--- config.mk ---
export PLATFORM = sky130hd
export DESIGN_NAME = instr_fetch_ctrl_flat
export DESIGN_NICKNAME = d
export VERILOG_FILES = /design/src/rtl/riscv_pkg.sv /design/src/rtl/instr_fetch_ctrl_if.sv /design/src/rtl/fetch_fifo.sv /design/src/rtl/instr_fetch_ctrl.sv /design/src/flat_wrapper.sv
export SDC_FILE = /design/constraint.sdc
export NUM_CORES = 1
export LEC_CHECK = 0
export BUFFER_PORTS_ARGS = -buffer_cell sky130_fd_sc_hd__buf_2
export CAP_MARGIN = 5
export CORE_ASPECT_RATIO = 0.75
export CORE_UTILIZATION = 40
export DETAILED_ROUTE_END_ITERATION = 6
export PLACE_DENSITY_LB_ADDON = 0.12
export SYNTH_ARGS = -nofsm -noshare
export SYNTH_HDL_FRONTEND = slang
export SYNTH_HIERARCHICAL = 1
export SYNTH_SLANG_ARGS = --single-unit
--- constraint.sdc ---
create_clock -name clk_i -period 5.2 [get_ports clk_i]
set_clock_uncertainty 0.15 [all_clocks]
set_input_delay 0.78 -clock clk_i [delete_from_list [all_inputs] [get_ports clk_i]]
set_output_delay 0.78 -clock clk_i [all_outputs]
set_load 0.005 [all_outputs]
--- src/rtl/riscv_pkg.sv ---
// Shared fetch-path types: FSM state enum, buffered entry struct and PC width/increment.
`ifndef XLEN
`define XLEN 32
`endif
`ifndef PC_INC
`define PC_INC 4
`endif

package riscv_pkg;

  localparam int XLEN = `XLEN;
  localparam logic [XLEN-1:0] PC_INC = XLEN'(`PC_INC);

  typedef enum logic [1:0] {
    IDLE,
    REQ,
    WAIT,
    DRAIN
  } fetch_state_e;

  typedef struct packed {
    logic [XLEN-1:0] pc;
    logic [XLEN-1:0] instr;
  } fetch_entry_t;

endpackage

--- src/rtl/instr_fetch_ctrl_if.sv ---
// Fetch bundle: instruction-memory request/response, branch redirect and decode handshake.
`ifndef XLEN
`define XLEN 32
`endif

interface instr_fetch_ctrl_if;

  logic             imem_req_o;
  logic [`XLEN-1:0] imem_addr_o;
  logic             imem_gnt_i;
  logic             imem_rvalid_i;
  logic [`XLEN-1:0] imem_rdata_i;
  logic             branch_en_i;
  logic [`XLEN-1:0] branch_addr_i;
  logic             instr_valid_o;
  logic             instr_ready_i;
  logic [`XLEN-1:0] pc_o;
  logic [`XLEN-1:0] instr_o;

  modport master (
    output imem_req_o, imem_addr_o, instr_valid_o, pc_o, instr_o,
    input  imem_gnt_i, imem_rvalid_i, imem_rdata_i, branch_en_i, branch_addr_i,
    input  instr_ready_i
  );

  modport slave (
    input  imem_req_o, imem_addr_o, instr_valid_o, pc_o, instr_o,
    output imem_gnt_i, imem_rvalid_i, imem_rdata_i, branch_en_i, branch_addr_i,
    output instr_ready_i
  );

endinterface

--- src/rtl/fetch_fifo.sv ---
// Circular buffer of fetched {pc, instr} entries with flush; head entry read from registers.
module fetch_fifo
  import riscv_pkg::*;
#(
  parameter int DEPTH = 2
) (
  input  logic                   clk_i,
  input  logic                   reset_i,
  input  logic                   push,
  input  logic                   pop,
  input  logic                   flush,
  input  fetch_entry_t           wdata,
  output fetch_entry_t           rdata,
  output logic                   full,
  output logic                   empty,
  output logic [$clog2(DEPTH):0] count
);

  localparam int AW = $clog2(DEPTH);
  localparam int CW = AW + 1;

  fetch_entry_t  mem [DEPTH];
  logic [AW-1:0] wr_ptr;
  logic [AW-1:0] rd_ptr;
  logic          do_push;
  logic          do_pop;

  assign full    = (count == CW'(DEPTH));
  assign empty   = (count == '0);
  assign do_push = push & ~full & ~flush;
  assign do_pop  = pop & ~empty & ~flush;
  assign rdata   = mem[rd_ptr];

  // NOTE: sequential state uses <= so every register samples pre-edge values.
  always_ff @(posedge clk_i) begin
    if (reset_i || flush) begin
      wr_ptr <= '0;
      rd_ptr <= '0;
      count  <= '0;
    end else begin
      if (do_push) wr_ptr <= wr_ptr + AW'(1);
      if (do_pop)  rd_ptr <= rd_ptr + AW'(1);
      count <= count + CW'(do_push) - CW'(do_pop);
    end
  end

  // NOTE: storage is reset so the head entry reads as zero straight out of reset.
  always_ff @(posedge clk_i) begin
    if (reset_i) begin
      for (int i = 0; i < DEPTH; i++) mem[i] <= '0;
    end else if (do_push) begin
      mem[wr_ptr] <= wdata;
    end
  end

endmodule

--- src/rtl/instr_fetch_ctrl.sv ---
// Instruction fetch controller: one outstanding memory access, buffered decode output,
// branch flush. Define IFC_PERF_CNT_EN to add the stall_cnt_o cycle counter.
module instr_fetch_ctrl
  import riscv_pkg::*;
#(
  parameter int               FIFO_DEPTH = 2,
  parameter logic [XLEN-1:0]  RESET_PC   = '0
) (
  input  logic                      clk_i,
  input  logic                      reset_i,
  instr_fetch_ctrl_if.master        bus
`ifdef IFC_PERF_CNT_EN
  ,
  output logic [31:0]               stall_cnt_o
`endif
);

  localparam int CW = $clog2(FIFO_DEPTH) + 1;

  fetch_state_e    state;
  fetch_state_e    state_next;
  logic [XLEN-1:0] fetch_pc;
  logic            req;
  logic            push;
  logic            pop;
  logic            fifo_full;
  logic            fifo_empty;
  logic [CW-1:0]   fifo_count;
  logic [CW-1:0]   count_after_push;
  fetch_entry_t    wr_entry;
  fetch_entry_t    head;

  assign pop              = bus.instr_valid_o & bus.instr_ready_i;
  assign count_after_push = fifo_count + CW'(1) - CW'(pop);
  assign wr_entry         = '{pc: fetch_pc, instr: bus.imem_rdata_i};

  always_ff @(posedge clk_i) begin
    if (reset_i) state <= IDLE;
    else         state <= state_next;
  end

  // NOTE: every output of this block gets a default first, so no latch is inferred.
  always_comb begin
    state_next = state;
    req        = 1'b0;
    push       = 1'b0;
    unique case (state)
      IDLE: begin
        if (bus.branch_en_i || !fifo_full) state_next = REQ;
      end
      REQ: begin
        req = 1'b1;
        if (bus.imem_gnt_i) state_next = bus.branch_en_i ? DRAIN : WAIT;
      end
      WAIT: begin
        if (bus.imem_rvalid_i) begin
          if (bus.branch_en_i) begin
            state_next = REQ;
          end else begin
            push       = 1'b1;
            state_next = (count_after_push < CW'(FIFO_DEPTH)) ? REQ : IDLE;
          end
        end else if (bus.branch_en_i) begin
          state_next = DRAIN;
        end
      end
      DRAIN: begin
        // The in-flight response retires here even if a new redirect arrives with it.
        if (bus.imem_rvalid_i) state_next = REQ;
      end
      default: state_next = IDLE;
    endcase
  end

  always_ff @(posedge clk_i) begin
    if (reset_i)              fetch_pc <= RESET_PC;
    else if (bus.branch_en_i) fetch_pc <= bus.branch_addr_i;
    else if (push)            fetch_pc <= fetch_pc + PC_INC;
  end

  fetch_fifo #(
    .DEPTH (FIFO_DEPTH)
  ) u_fifo (
    .clk_i   (clk_i),
    .reset_i (reset_i),
    .push    (push),
    .pop     (pop),
    .flush   (bus.branch_en_i),
    .wdata   (wr_entry),
    .rdata   (head),
    .full    (fifo_full),
    .empty   (fifo_empty),
    .count   (fifo_count)
  );

  assign bus.imem_req_o    = req;
  assign bus.imem_addr_o   = fetch_pc;
  assign bus.instr_valid_o = ~fifo_empty;
  assign bus.pc_o          = head.pc;
  assign bus.instr_o       = head.instr;

`ifdef IFC_PERF_CNT_EN
  always_ff @(posedge clk_i) begin
    if (reset_i)                                    stall_cnt_o <= '0;
    else if (!bus.instr_valid_o && stall_cnt_o != '1) stall_cnt_o <= stall_cnt_o + 32'd1;
  end
`endif

endmodule

--- src/flat_wrapper.sv ---
// flat-port wrapper written by rule: the top's interface ports become plain ports
module instr_fetch_ctrl_flat import riscv_pkg::*;
#(
  parameter int               FIFO_DEPTH = 2,
  parameter logic [XLEN-1:0]  RESET_PC   = '0
)
  (clk_i, reset_i, bus_imem_req_o, bus_imem_addr_o, bus_instr_valid_o, bus_pc_o, bus_instr_o, bus_imem_gnt_i, bus_imem_rvalid_i, bus_imem_rdata_i, bus_branch_en_i, bus_branch_addr_i, bus_instr_ready_i);
  instr_fetch_ctrl_if bus_i ();
  input  logic clk_i;
  input  logic reset_i;
  output wire logic [$bits(bus_i.imem_req_o)-1:0] bus_imem_req_o;
  output wire logic [$bits(bus_i.imem_addr_o)-1:0] bus_imem_addr_o;
  output wire logic [$bits(bus_i.instr_valid_o)-1:0] bus_instr_valid_o;
  output wire logic [$bits(bus_i.pc_o)-1:0] bus_pc_o;
  output wire logic [$bits(bus_i.instr_o)-1:0] bus_instr_o;
  input wire logic [$bits(bus_i.imem_gnt_i)-1:0] bus_imem_gnt_i;
  input wire logic [$bits(bus_i.imem_rvalid_i)-1:0] bus_imem_rvalid_i;
  input wire logic [$bits(bus_i.imem_rdata_i)-1:0] bus_imem_rdata_i;
  input wire logic [$bits(bus_i.branch_en_i)-1:0] bus_branch_en_i;
  input wire logic [$bits(bus_i.branch_addr_i)-1:0] bus_branch_addr_i;
  input wire logic [$bits(bus_i.instr_ready_i)-1:0] bus_instr_ready_i;
  assign bus_imem_req_o = bus_i.imem_req_o;
  assign bus_imem_addr_o = bus_i.imem_addr_o;
  assign bus_instr_valid_o = bus_i.instr_valid_o;
  assign bus_pc_o = bus_i.pc_o;
  assign bus_instr_o = bus_i.instr_o;
  assign bus_i.imem_gnt_i = bus_imem_gnt_i;
  assign bus_i.imem_rvalid_i = bus_imem_rvalid_i;
  assign bus_i.imem_rdata_i = bus_imem_rdata_i;
  assign bus_i.branch_en_i = bus_branch_en_i;
  assign bus_i.branch_addr_i = bus_branch_addr_i;
  assign bus_i.instr_ready_i = bus_instr_ready_i;
  instr_fetch_ctrl #(.FIFO_DEPTH(FIFO_DEPTH), .RESET_PC(RESET_PC)) u_core (.clk_i(clk_i), .reset_i(reset_i), .bus(bus_i));
endmodule
==> metrics <==
Area Overhead vs Synth=20.6%; Max VDD drop=roughly 0.13 mV; Core Rows=43; fin area=approximately 9400 um2; Die X=164 um; H-Tree Depth=4; Synth Area in XOR/XNOR=under 10%; Mapped Area=around 7800 um2; Detail Placement HPWL=around 11000 um; Cell Count, Final, Fillers Out=roughly 1100; Post-Syn Instances=~640; critical-path maximum fanout=40; initial antenna violation count=0; Synth area leader=edfxtp_1; Power Dens Cells=321 nW/um2; post-synth top area share=49.1%; main combinational cell family by area after synthesis=simple AND/OR/NAND/NOR gates; initial detailed-routing violation count=~360; CTS tree=done; post-synthesis sequential area ratio=around three fifths; vias in the first global route=slightly above 5000; RSZ-0062 raised after global routing=false; CTS root buffer=clkbuf_16; hold buffer count at CTS=0; min cycle time layout=between 3 and 4 ns; Mapped Nets=around 720; Total Routing Usage GR=between 10% and 20%; core area=18800 um2; Post-DRT Antenna Nets=0; mux cell area share after synthesis=approximately a tenth; global-route wire length before repair=between 20000 and 30000 um; Slew headroom=roughly 22%; Leak Pwr=~3.9 nW; # Post-CTS Setup Buffers=0; Tcrit/Tclk final=between 60% and 70%; flop and latch count out of synthesis=167; pin count of the biggest net entering global routing=65; ys flop type=edfxtp_1; placed instance count=about 1000; number of diodes=0; Die Footprint=20100 um2; DRC=0; layout cell share with drive strength beyond 1=about 35%; compound-gate portion of the synthesized area=under 10%; status=completed; vias per cell=roughly 5.0; DP Area=around 8800 um2; Peak Freq=about 0.28 GHz; Setup Viol. Count Final=0; maxcap violations=0; drt total wl=17500 um; Worst Path Required=approximately 5.2 ns; CP Class=in -> reg; total number of vias=around 5300; TritonRoute pass-1 iters=5; CTS resizes=0; Startpoint Class=input port; Crit path arrival time=3.52 ns; setup TNS=0 ns; adder-cell share of the synthesized area=1.12%; Fill cells=approximately 1700; Slew @ Worst Pin=between 1 and 1.5 ns; initial core utilization=around two fifths; Nets=870; post-place setup slack=around 1.2 ns; Syn Area/Cell=roughly 12 um2; Final WS setup=between 1.5 and 2 ns; Fin. Hold Viols=0; Post-synth EDFFs=128; Final Max Tran Viols=0; count of input and output buffers=around 170; CP endpoint kind=register; Final GP Congestion=about 0.74; Top Ports=about 170; total CTS buffers=17; Netlist cell types=52; top cells by area, synth=edfxtp_1, and2_1, dfxtp_1; # clock sinks=167; grt total ovfl=0; simple-gate area share of the yosys netlist=18.7%; worst hold path class=reg -> reg; clock latency on the worst-skew pair=about 0.42 ns; Clock Path Buffers=2; drt wl/cell=approximately 17 um; Die Y=roughly 120 um; Clock transition at path regs=0.06 ns; Post-synth ARST share=0%; Synthesis Warnings=6
[worst paths after layout]
check,to,cells after the start,slack [ns],startpoint
setup / recovery,u_core/u_fifo/mem[0][23],8,1.64,bus_branch_en_i
hold / removal,register,2,0.36,u_core/u_fifo/rd_ptr
setup reg to reg,u_core/u_fifo/mem[0][23],9,1.78,u_core/state[0]
hold reg to reg,register,2,0.36,u_core/u_fifo/rd_ptr
[worst max-delay path, stage by stage]
cell      delay (ns)
buf_2           0.31
nand3b_1        0.59
inv_1           0.29
nand2b_1        0.14
nor2_1          0.22
inv_1           0.13
o21bai_4        0.69
buf_12          0.33
[synthesized netlist by cell type (6+ instances only)]
cell,number
buf_2,9
inv_1,26
buf_6,6
nand4_1,6
edfxtp_1,128
ha_1,7
o31a_1,6
clkbuf_1,17
nand2_1,25
nor3_1,16
nand3_1,11
nor2_1,29
and2_1,130
xnor2_1,12
o21a_1,12
nor2b_1,10
mux2_2,65
a21oi_1,25
dfxtp_1,39
[registers in the layout (all words and copies together), names as in the netlist, named ones only]
signal and flops:
u_core/bus.imem_addr_o 32, u_core/state 2, u_core/u_fifo/count 2, u_core/u_fifo/mem 128, u_core/u_fifo/rd_ptr 1, u_core/u_fifo/wr_ptr 1
[area by class of cell]
cell class,instances,area (um2),share of cell area (%)
Clock buffer,17,425,4.50
Clock inverter,14,171,1.81
Inverter,27,101,1.07
Multi-Input combinational cell,410,2940,31.1
Sequential cell,167,4630,49.0
Tap cell,247,309,3.27
Timing Repair Buffer,170,871,9.22
[layer usage]
metal | wire, um | vias to the layer above | track usage, % | share of wire [%]
li1 | - | 2559 | - | -
met1 | 8230 | 2541 | 23.6 | 47
met2 | 8180 | 153 | 29.1 | 47
met3 | 919 | 11 | 3.56 | 5.3
met4 | 175 | 0 | 5.79 | 1.0
met5 | 0 | - | 0 | 0
[layout by cell type, fill, tap and decap left out, types with 2 or more instances in the layout]
cell / count
buf_2: 167
and2_1: 130
edfxtp_1: 128
mux2_2: 65
dfxtp_1: 38
nor2_1: 29
inv_1: 26
nand2_1: 25
a21oi_1: 25
clkbuf_16: 17
nor3_1: 16
xnor2_1: 12
o21a_1: 12
nand3_1: 11
nor2b_1: 10
ha_1: 7
nand4_1: 6
o31a_1: 6
inv_6: 5
xor2_1: 5
o21ai_0: 5
mux2i_1: 4
nor4_1: 4
and3_1: 4
bufinv_16: 3
nand2b_1: 3
a221oi_1: 3
clkinv_4: 2
clkinv_1: 2
or3_1: 2
nor4_4: 2
buf_4: 2
[metrics by stage]
| step | total power [mW] | hold WS, ns | util, % |
|---|---|---|---|
| 4_1_cts | 3.06 | 0.351 | 50.2 |
| 3_3_place_gp | 1.77 | 0.335 | 47.0 |
| 2_1_floorplan | 1.67 | 0.322 | - |
| 5_1_grt | 3.13 | 0.384 | 50.2 |
| 6_report | 3.03 | 0.358 | 50.2 |
| 3_5_place_dp | 1.78 | 0.335 | 47.0 |
[where the power goes]
part	switching, mW	total (mW)	leakage [nW]	internal, mW
clock	0.524	1.28	0.290	0.758
sequential	0.0425	1.53	1.64	1.49
combinational	0.117	0.220	1.97	0.103
total	0.683	3.03	3.90	2.35
[cells by family (layout without fill, tap and decap cells)]
logic type / count (synthesis) / count (layout)
flops: 167 / 167
mux: 69 / 69
simple gates: 252 / 252
xor+xnor: 17 / 17
fa+ha+maj: 7 / 7
buf+inv: 62 / 228
compound gates: 65 / 65
(Power assumes the default switching activity.)
